--- src/rtl/alu_sched_pkg.sv ---
// Shared types for the ALU op scheduler: FSM states, operand/result widths, command record.
// The command struct uses the default tag width; the scheduler builds its own copy when TAG_W differs.
package alu_sched_pkg;

  localparam int OPND_W    = 5;
  localparam int RES_W     = 6;
  localparam int DEF_TAG_W = 4;

  typedef enum logic [1:0] {
    IDLE  = 2'd0,
    ISSUE = 2'd1,
    WAIT  = 2'd2,
    RESP  = 2'd3
  } state_t;

  typedef struct packed {
    logic                     sel;
    logic [2:0]               op;
    logic signed [OPND_W-1:0] a;
    logic signed [OPND_W-1:0] b;
    logic [DEF_TAG_W-1:0]     tag;
  } alu_cmd_t;

endpackage

--- src/rtl/alu_cmd_fifo.sv ---
// Generic synchronous FIFO, DEPTH (power of two) x W; pop data is the registered head, zero latency.
// Pushes are ignored while full and pops while empty; the caller watches full/empty.
module alu_cmd_fifo #(
  parameter int DEPTH = 4,
  parameter int W     = 8
) (
  input  logic         clk,
  input  logic         rst,
  input  logic         push,
  input  logic [W-1:0] push_dat,
  input  logic         pop,
  output logic [W-1:0] pop_dat,
  output logic         full,
  output logic         empty
);

  localparam int AW = $clog2(DEPTH);

  logic [W-1:0] mem [DEPTH];
  logic [AW:0]  wptr;
  logic [AW:0]  rptr;
  logic [AW:0]  count;

  // Extra wrap bit distinguishes full from empty when the index bits match.
  assign count   = wptr - rptr;
  assign full    = (count == (AW + 1)'(DEPTH));
  assign empty   = (count == '0);
  assign pop_dat = mem[rptr[AW-1:0]];

  always_ff @(posedge clk) begin
    if (rst) begin
      wptr <= '0;
      rptr <= '0;
    end else begin
      if (push && !full) wptr <= wptr + (AW + 1)'(1);
      if (pop && !empty) rptr <= rptr + (AW + 1)'(1);
    end
  end

  always_ff @(posedge clk) begin
    if (push && !full) mem[wptr[AW-1:0]] <= push_dat;
  end

endmodule

--- src/rtl/alu_op_scheduler.sv ---
// Queues ALU commands and issues one at a time; response appears ALU_LAT+3 cycles after accept when idle.
// cmd_ready falls when the queue is full; a stalled response blocks further issue. ALU_OP_SCHEDULER_OPCHK_EN adds rsp_err.
module alu_op_scheduler
  import alu_sched_pkg::*;
#(
  parameter int DEPTH   = 4,
  parameter int ALU_LAT = 1,
  parameter int TAG_W   = DEF_TAG_W
) (
  input  logic                     clk,
  input  logic                     rst,
  input  logic                     cmd_valid,
  output logic                     cmd_ready,
  input  logic signed [OPND_W-1:0] cmd_a,
  input  logic signed [OPND_W-1:0] cmd_b,
  input  logic                     cmd_sel,
  input  logic [2:0]               cmd_op,
  input  logic [TAG_W-1:0]         cmd_tag,
  output logic                     ALU_en,
  output logic                     a_en,
  output logic                     b_en,
  output logic [2:0]               a_op,
  output logic [1:0]               b_op,
  output logic signed [OPND_W-1:0] A,
  output logic signed [OPND_W-1:0] B,
  input  logic signed [RES_W-1:0]  alu_c,
  output logic                     rsp_valid,
  input  logic                     rsp_ready,
  output logic signed [RES_W-1:0]  rsp_c,
  output logic [TAG_W-1:0]         rsp_tag
`ifdef ALU_OP_SCHEDULER_OPCHK_EN
  , output logic                   rsp_err
`endif
);

  localparam int CNT_W = (ALU_LAT > 1) ? $clog2(ALU_LAT) : 1;

  // Same layout as alu_cmd_t but with the instance's tag width.
  typedef struct packed {
    logic                     sel;
    logic [2:0]               op;
    logic signed [OPND_W-1:0] a;
    logic signed [OPND_W-1:0] b;
    logic [TAG_W-1:0]         tag;
  } cmd_t;

  state_t           state;
  state_t           state_nx;
  logic [CNT_W-1:0] cnt;
  cmd_t             cmd_in;
  cmd_t             head;
  cmd_t             iss;
  logic             push;
  logic             pop;
  logic             fifo_full;
  logic             fifo_empty;
  logic             illegal;

  assign cmd_ready = !rst && !fifo_full;
  assign push      = cmd_valid && cmd_ready;
  assign cmd_in    = '{sel: cmd_sel, op: cmd_op, a: cmd_a, b: cmd_b, tag: cmd_tag};
  assign rsp_valid = (state == RESP);

`ifdef ALU_OP_SCHEDULER_OPCHK_EN
  logic err_q;
  assign illegal = !head.sel && head.op[2];
  assign rsp_err = err_q && (state == RESP);
`else
  assign illegal = 1'b0;
`endif

  alu_cmd_fifo #(
    .DEPTH (DEPTH),
    .W     ($bits(cmd_t))
  ) u_fifo (
    .clk      (clk),
    .rst      (rst),
    .push     (push),
    .push_dat (cmd_in),
    .pop      (pop),
    .pop_dat  (head),
    .full     (fifo_full),
    .empty    (fifo_empty)
  );

  always_ff @(posedge clk) begin
    if (rst) state <= IDLE;
    else     state <= state_nx;
  end

  always_comb begin
    state_nx = state;
    pop      = 1'b0;
    ALU_en   = 1'b0;
    a_en     = 1'b0;
    b_en     = 1'b0;
    a_op     = '0;
    b_op     = '0;
    A        = '0;
    B        = '0;
    case (state)
      IDLE: begin
        if (!fifo_empty) begin
          pop      = 1'b1;
          state_nx = illegal ? RESP : ISSUE;
        end
      end
      ISSUE: begin
        ALU_en = 1'b1;
        A      = iss.a;
        B      = iss.b;
        if (iss.sel) begin
          a_en = 1'b1;
          a_op = iss.op;
        end else begin
          b_en = 1'b1;
          b_op = iss.op[1:0];
        end
        state_nx = WAIT;
      end
      WAIT: begin
        if (cnt == '0) state_nx = RESP;
      end
      RESP: begin
        if (rsp_ready) state_nx = IDLE;
      end
      default: state_nx = IDLE;
    endcase
  end

  always_ff @(posedge clk) begin
    if (rst) begin
      iss     <= '0;
      cnt     <= '0;
      rsp_c   <= '0;
      rsp_tag <= '0;
    end else begin
      if (pop) begin
        iss <= head;
        // Rejected opcodes bypass the ALU and answer with a zero result.
        if (illegal) begin
          rsp_c   <= '0;
          rsp_tag <= head.tag;
        end
      end
      if (state == ISSUE) begin
        cnt <= CNT_W'(ALU_LAT - 1);
      end else if (state == WAIT) begin
        if (cnt == '0) begin
          rsp_c   <= alu_c;
          rsp_tag <= iss.tag;
        end else begin
          cnt <= cnt - CNT_W'(1);
        end
      end
    end
  end

`ifdef ALU_OP_SCHEDULER_OPCHK_EN
  always_ff @(posedge clk) begin
    if (rst)      err_q <= 1'b0;
    else if (pop) err_q <= illegal;
  end
`endif

endmodule

--- config.mk ---
export PLATFORM = sky130hd
export DESIGN_NAME = alu_op_scheduler
export DESIGN_NICKNAME = d
export VERILOG_FILES = /design/src/rtl/alu_sched_pkg.sv /design/src/rtl/alu_cmd_fifo.sv /design/src/rtl/alu_op_scheduler.sv
export SDC_FILE = /design/constraint.sdc
export NUM_CORES = 1
export LEC_CHECK = 0
export ABC_AREA = 1
export CORE_UTILIZATION = 55
export DETAILED_ROUTE_END_ITERATION = 10
export GPL_TIMING_DRIVEN = 0
export HOLD_SLACK_MARGIN = 0.03
export PLACE_DENSITY = 0.9
export SLEW_MARGIN = 10
export SYNTH_ARGS = -nofsm -noshare
export SYNTH_HDL_FRONTEND = slang
export SYNTH_SLANG_ARGS = --single-unit
--- constraint.sdc ---
create_clock -name clk -period 5.3 [get_ports clk]
set_clock_uncertainty 0.1 [all_clocks]
set_input_delay 0.53 -clock clk [delete_from_list [all_inputs] [get_ports clk]]
set_output_delay 0.53 -clock clk [all_outputs]
set_load 0.02 [all_outputs]
# [Yosys cells after proc, flatten, opt, wreduce, memory -nomap -nowiden]
# Memory sizes are Yosys's and may differ from the RTL's. A register that Yosys moved wholly into a read port is not among the register bits.
# Cells that the tools add are included.
[op_classes] eq_ne=7 mux=20 bitwise=2 reduce_logical=12 add_sub_neg=4
[op_table] op="2-to-1 mux 1 bit" n=10
[op_table] op="2-to-1 mux 2 bit" n=5
[op_table] op="2-to-1 mux 5 bit" n=2
[op_table] op="one-hot mux 2 bit (4 select lines)" n=1
[op_table] op="adder 3 x 1 -> 3 bit (second input constant)" n=2
[op_table] op="2-to-1 mux 3 bit" n=2
[op_table] op="AND reduction 3 bit" n=2
[op_table] op="== test 2 bit (second input constant)" n=2
[op_table] op="logical AND 1 bit" n=4
[op_table] op="inequality test 2 bit (second input constant)" n=2
[op_table] op="== test 3 bit (second input constant)" n=1
[op_table] op="logical NOT 1 bit" n=3
[op_table] op="logical NOT 3 bit" n=1
[op_table] op="subtractor 3 bit" n=1
[op_table] op="== test 2 x 1 -> 1 bit (second input constant)" n=1
[op_table] op="logical NOT 2 bit" n=1
[op_table] op="inequality test 2 x 1 -> 1 bit (second input constant)" n=1
[op_table] op="NOT 1 bit" n=2
[op_table] op="OR reduction 2 bit" n=1
[op_table] op="subtractor 1 bit (second input constant)" n=1
[totals] output_inout_bits=30 memories=1 register_bits=19 in_bits=28 ram_bits=72
[mem_list] name="u_fifo.mem" depth=4 word_bits=18 read_ports=1 rd_ports_with_merged_regs=1 wr=1 line_no="alu_cmd_fifo.sv:19" text="logic [W-1:0] mem [DEPTH];"

# [Longest topological paths before layout]
[logic_depth] ltp_word=8 ltp_mapped=13 depth_no_buf=11

# [Cells and area by module]
# From an unflattened synthesis, not the netlist that was laid out.
[unflattened] hier_cells=438 area_unflattened_um2=4521.8
[modules_own_cells] module="alu_cmd_fifo" cells_per_inst=256 area_each_um2=3204.3 instances=1
[modules_own_cells] module="alu_op_scheduler" cells_per_inst=182 area_each_um2=1317.5 instances=1

# [Worst setup path before layout]
# Ideal clock, no wire load.
[synth_timing] path_type="flip-flop to flip-flop" startpoint="register u_fifo.rptr[1]" endpoint="memory u_fifo.mem[0][0] (netlist name), enable pin" path_stages_with_launch=10 arrival_ns=2.376 synth_period_minus_slack_ns=2.868 t_required_ns=4.807 setup_slack_ns=2.432 setup_time_ns=0.393 n_path_buf=2 path_cell_list="dfxtp_1 -> buf_2 -> inv_1 -> buf_6 -> ha_1 -> a21oi_1 -> nand2_1 -> nand3_1 -> nand3_2 -> nor2_1"
[synth_between] elab_chain_cells=8
[synth_lines] item="start, declared" line_no="alu_cmd_fifo.sv:21" text="logic [AW:0] rptr;"
[synth_lines] item="start signal, assigned" line_no="alu_cmd_fifo.sv:36" text="if (pop && !empty) rptr <= rptr + (AW + 1)'(1);"
[synth_lines] item="subtractor 3 bit *" line_no="alu_cmd_fifo.sv:25" text="assign count = wptr - rptr;"
[synth_lines] item="== test 3 bit *" line_no="alu_cmd_fifo.sv:26" text="assign full = (count == (AW + 1)'(DEPTH));"
[synth_lines] item="logical NOT 1 bit *" line_no="alu_cmd_fifo.sv:41, alu_op_scheduler.sv:59"
[synth_lines] item="logical AND 1 bit" line_no="alu_op_scheduler.sv:59" text="assign cmd_ready = !rst && !fifo_full;"
[synth_lines] item="logical AND 1 bit" line_no="alu_op_scheduler.sv:60" text="assign push = cmd_valid && cmd_ready;"
[synth_lines] item="logical AND 1 bit *" line_no="alu_cmd_fifo.sv:41" text="if (push && !full) mem[wptr[AW-1:0]] <= push_dat;"
[synth_lines] item="2-to-1 mux 1 bit *" line_no="alu_cmd_fifo.sv:41"
[synth_lines] item="2-to-1 mux 1 bit (not written as such) *" line_no="alu_cmd_fifo.sv:41"
[synth_lines] item="end, declared" line_no="alu_cmd_fifo.sv:19"
# Mark *: on every way between the ends. The rest lies on a longest branch, timed or not.

# [Worst setup path after layout]
[layout_timing] startpoint="register u_fifo.rptr[1]" endpoint="output cmd_ready"
[layout_between] elab_chain_cells=4
[layout_lines] item="subtractor 3 bit" line_no="alu_cmd_fifo.sv:25"
[layout_lines] item="== test 3 bit" line_no="alu_cmd_fifo.sv:26"
[layout_lines] item="logical NOT 1 bit" line_no="alu_op_scheduler.sv:59"
[layout_lines] item="logical AND 1 bit" line_no="alu_op_scheduler.sv:59"
[layout_lines] item="end, declared" line_no="alu_op_scheduler.sv:13" text="output logic cmd_ready,"
# Every way passes these cells.

==> run metrics <==
status finished clean; synthesized area 4430 µm²; cell taking the most area after synthesis edfxtp_1; die footprint 8430 µm²; Fin. Hold Viols 0; final setup TNS 0 ps; die height a little over 90 µm; Post-DP HPWL roughly 6.7 mm; crit path time final ~3600 ps; pwr dens 495 nW/µm²; Final setup viols 0; DRC 0; Num CTS Buffers 9; pins over their slew limit 0; die span in x about 92 µm; Setup CP Type register to output pin; CTS resizes 0; multi-input logic area around 1300 µm²; vias roughly 3300; global-route wire length before repair ~16 mm; highest clock rate 277 MHz; share of cells above drive strength 1 10.5%; Total GRT Usage around 24%; unrepaired setup endpoints after global routing no; # IOs 58; Synth area leaders edfxtp_1 49%, dfxtp_1 16%, nor2_1 8.5%, o21ai_0 6.5%, ha_1 3.4%; Finished Cell Area 5430 µm²; vias in the first global route ~3300; Placed Area about 5200 µm²; Initial Util 57.1%; slew of the pin with the lowest slew margin 501 ps; Leakage approximately 2.1 nW; CP max FO 10; final wirelength 9.66 mm; Max-Cap Viols 0; sequential share of the synthesized area 65.0%; initial antenna violation count 0; number of hold buffers added after CTS 0; WP data required about 4700 ps; Yosys warning total 0; syn_nets 460; site row count 32; Worst-Skew Late Latency about 370 ps; fin crit share 68.1%; Mapped Cells 420; Antenna diodes 0; Worst slew margin 66.6%; DR vias/cell roughly 5.5; htree depth 3; clock sinks around 110; Critical Path AT ~3000 ps; filler instances roughly 540; GP Congestion roughly 0.76; storage element area 2880 µm²; Mean Syn Cell Area about 11 µm²; pin count of the biggest net entering global routing 18; clk slew on worst S/H paths roughly 90 ps; worst vdd ir 223 µV; Remaining Overflow, GRT 0; Synth top area share roughly half; Layout Utilization a little over two thirds; Routed WL per cell about 16 µm; DR pass1 iterations 5; Setup crit end kind output pin; PnR worst setup slack approximately 1700 ps; remaining antenna violation count 0; port buffer count 57; Clock Path Buffers 2; fin nets between 500 and 600; Hold/Removal Path Class register to register; postcts setup bufs 0; Distinct cells, synth 29; core area ~8000 µm²; FF+latch count, synth ~110; Synth-to-Final Area Change 22.5%; root cell of the clock tree clkbuf_8; 1st-iter DRT viols about 210; dpl ws between 2000 and 2500 ps; CTS tree yes; crit path launch type register
==> critical path, stage by stage, from the launching register on <==
cell and delay, ps:
dfxtp_1 360, buf_2 220, inv_1 210, buf_6 210
ha_1 340, a21oi_1 270, nand2_1 80, nand3_1 160
nand2_1 80, inv_1 70, clkdlybuf4s50_1 600
==> power breakdown <==
group	total [mW]	switching (mW)	internal [mW]
Combinational	1.03	0.636	0.397
Sequential	1.10	0.0684	1.03
Clock	0.559	0.264	0.294
Total	2.69	0.969	1.72
==> placed cells by master (no fill, tap or decap), types with 3 or more instances in the layout <==
| cell type | count |
|---|---|
| buf_8 | 4 |
| clkdlybuf4s50_1 | 57 |
| o21ai_1 | 8 |
| buf_6 | 5 |
| o22ai_1 | 18 |
| nor2_1 | 96 |
| nand4_1 | 3 |
| o21ai_0 | 58 |
| clkbuf_8 | 11 |
| ha_1 | 12 |
| nor2_2 | 12 |
| nand3_1 | 5 |
| nand2_1 | 30 |
| nand2_2 | 3 |
| edfxtp_1 | 72 |
| inv_1 | 31 |
| clkbuf_1 | 8 |
| dfxtp_1 | 36 |
| a21oi_1 | 4 |
| buf_2 | 5 |
==> logic make-up (layout without fill, tap and decap cells) <==
group,after synthesis,count (layout),synth area share [%]
flops,108,108,65.0
xor+xnor,2,2,0.395
simple gates,155,155,14.8
buf+inv,54,131,5.76
fa+ha+maj,12,12,3.39
compound gates,89,89,10.6
==> worst paths after layout <==
path / from / end / slack [ps] / cells after the start
setup reg to reg: u_fifo.rptr[1] / u_fifo.mem[0][2] / 2190 / 10
setup / recovery: u_fifo.rptr[1] / cmd_ready / 1690 / 10
hold reg to reg: iss[9] / iss[9] / 390 / 2
hold / removal: iss[9] / iss[9] / 390 / 2
==> state kept, by name, summed over array words and instances (netlist names) <==
name,cells
u_fifo.mem,72
iss,18
rsp_c,6
rsp_tag,4
u_fifo.rptr,3
u_fifo.wptr,3
state,2
==> synthesized netlist by cell type, drive strengths merged <==
library cell	count
a21oi	5
buf	11
clkbuf	8
clkinv	2
dfxtp	36
edfxtp	72
ha	12
inv	33
nand2	34
nand3	7
nand3b	1
nand4	3
nor2	108
nor3	2
o21ai	66
o22ai	18
xor2	2
==> through the flow <==
| step | hold WS [ps] | instances | total power, mW |
|---|---|---|---|
| after floorplan | 354 | 420 | 1.80 |
| after global placement | 367 | 579 | 2.07 |
| after detailed placement | 376 | 583 | 2.13 |
| after CTS | 395 | 599 | 2.68 |
| after global routing | 419 | 599 | 2.84 |
| final | 394 | 599 | 2.69 |
==> cell type report <==
class                   instances  area share, %
repair buffers                 61           11.6
inverters                      35           2.47
flip-flops and latches        108           53.1
well taps                     102           2.35
plain buffers                  19           2.24
clock inverters                 3           1.27
clock buffers                  13           2.93
multi-input cells             258           24.1
==> routing by layer <==
| layer | share of wire [%] | vias up | wire (µm) | global-route usage, % |
|---|---|---|---|---|
| met5 | 0 | - | 0 | 0 |
| met1 | 39 | 1526 | 3790 | 28.8 |
| met4 | 1.6 | 0 | 157 | 12.2 |
| met2 | 52 | 158 | 5030 | 43.1 |
| met3 | 7.0 | 16 | 675 | 4.15 |
| li1 | - | 1570 | - | - |
No activity file was read; power rests on OpenSTA's default activity.
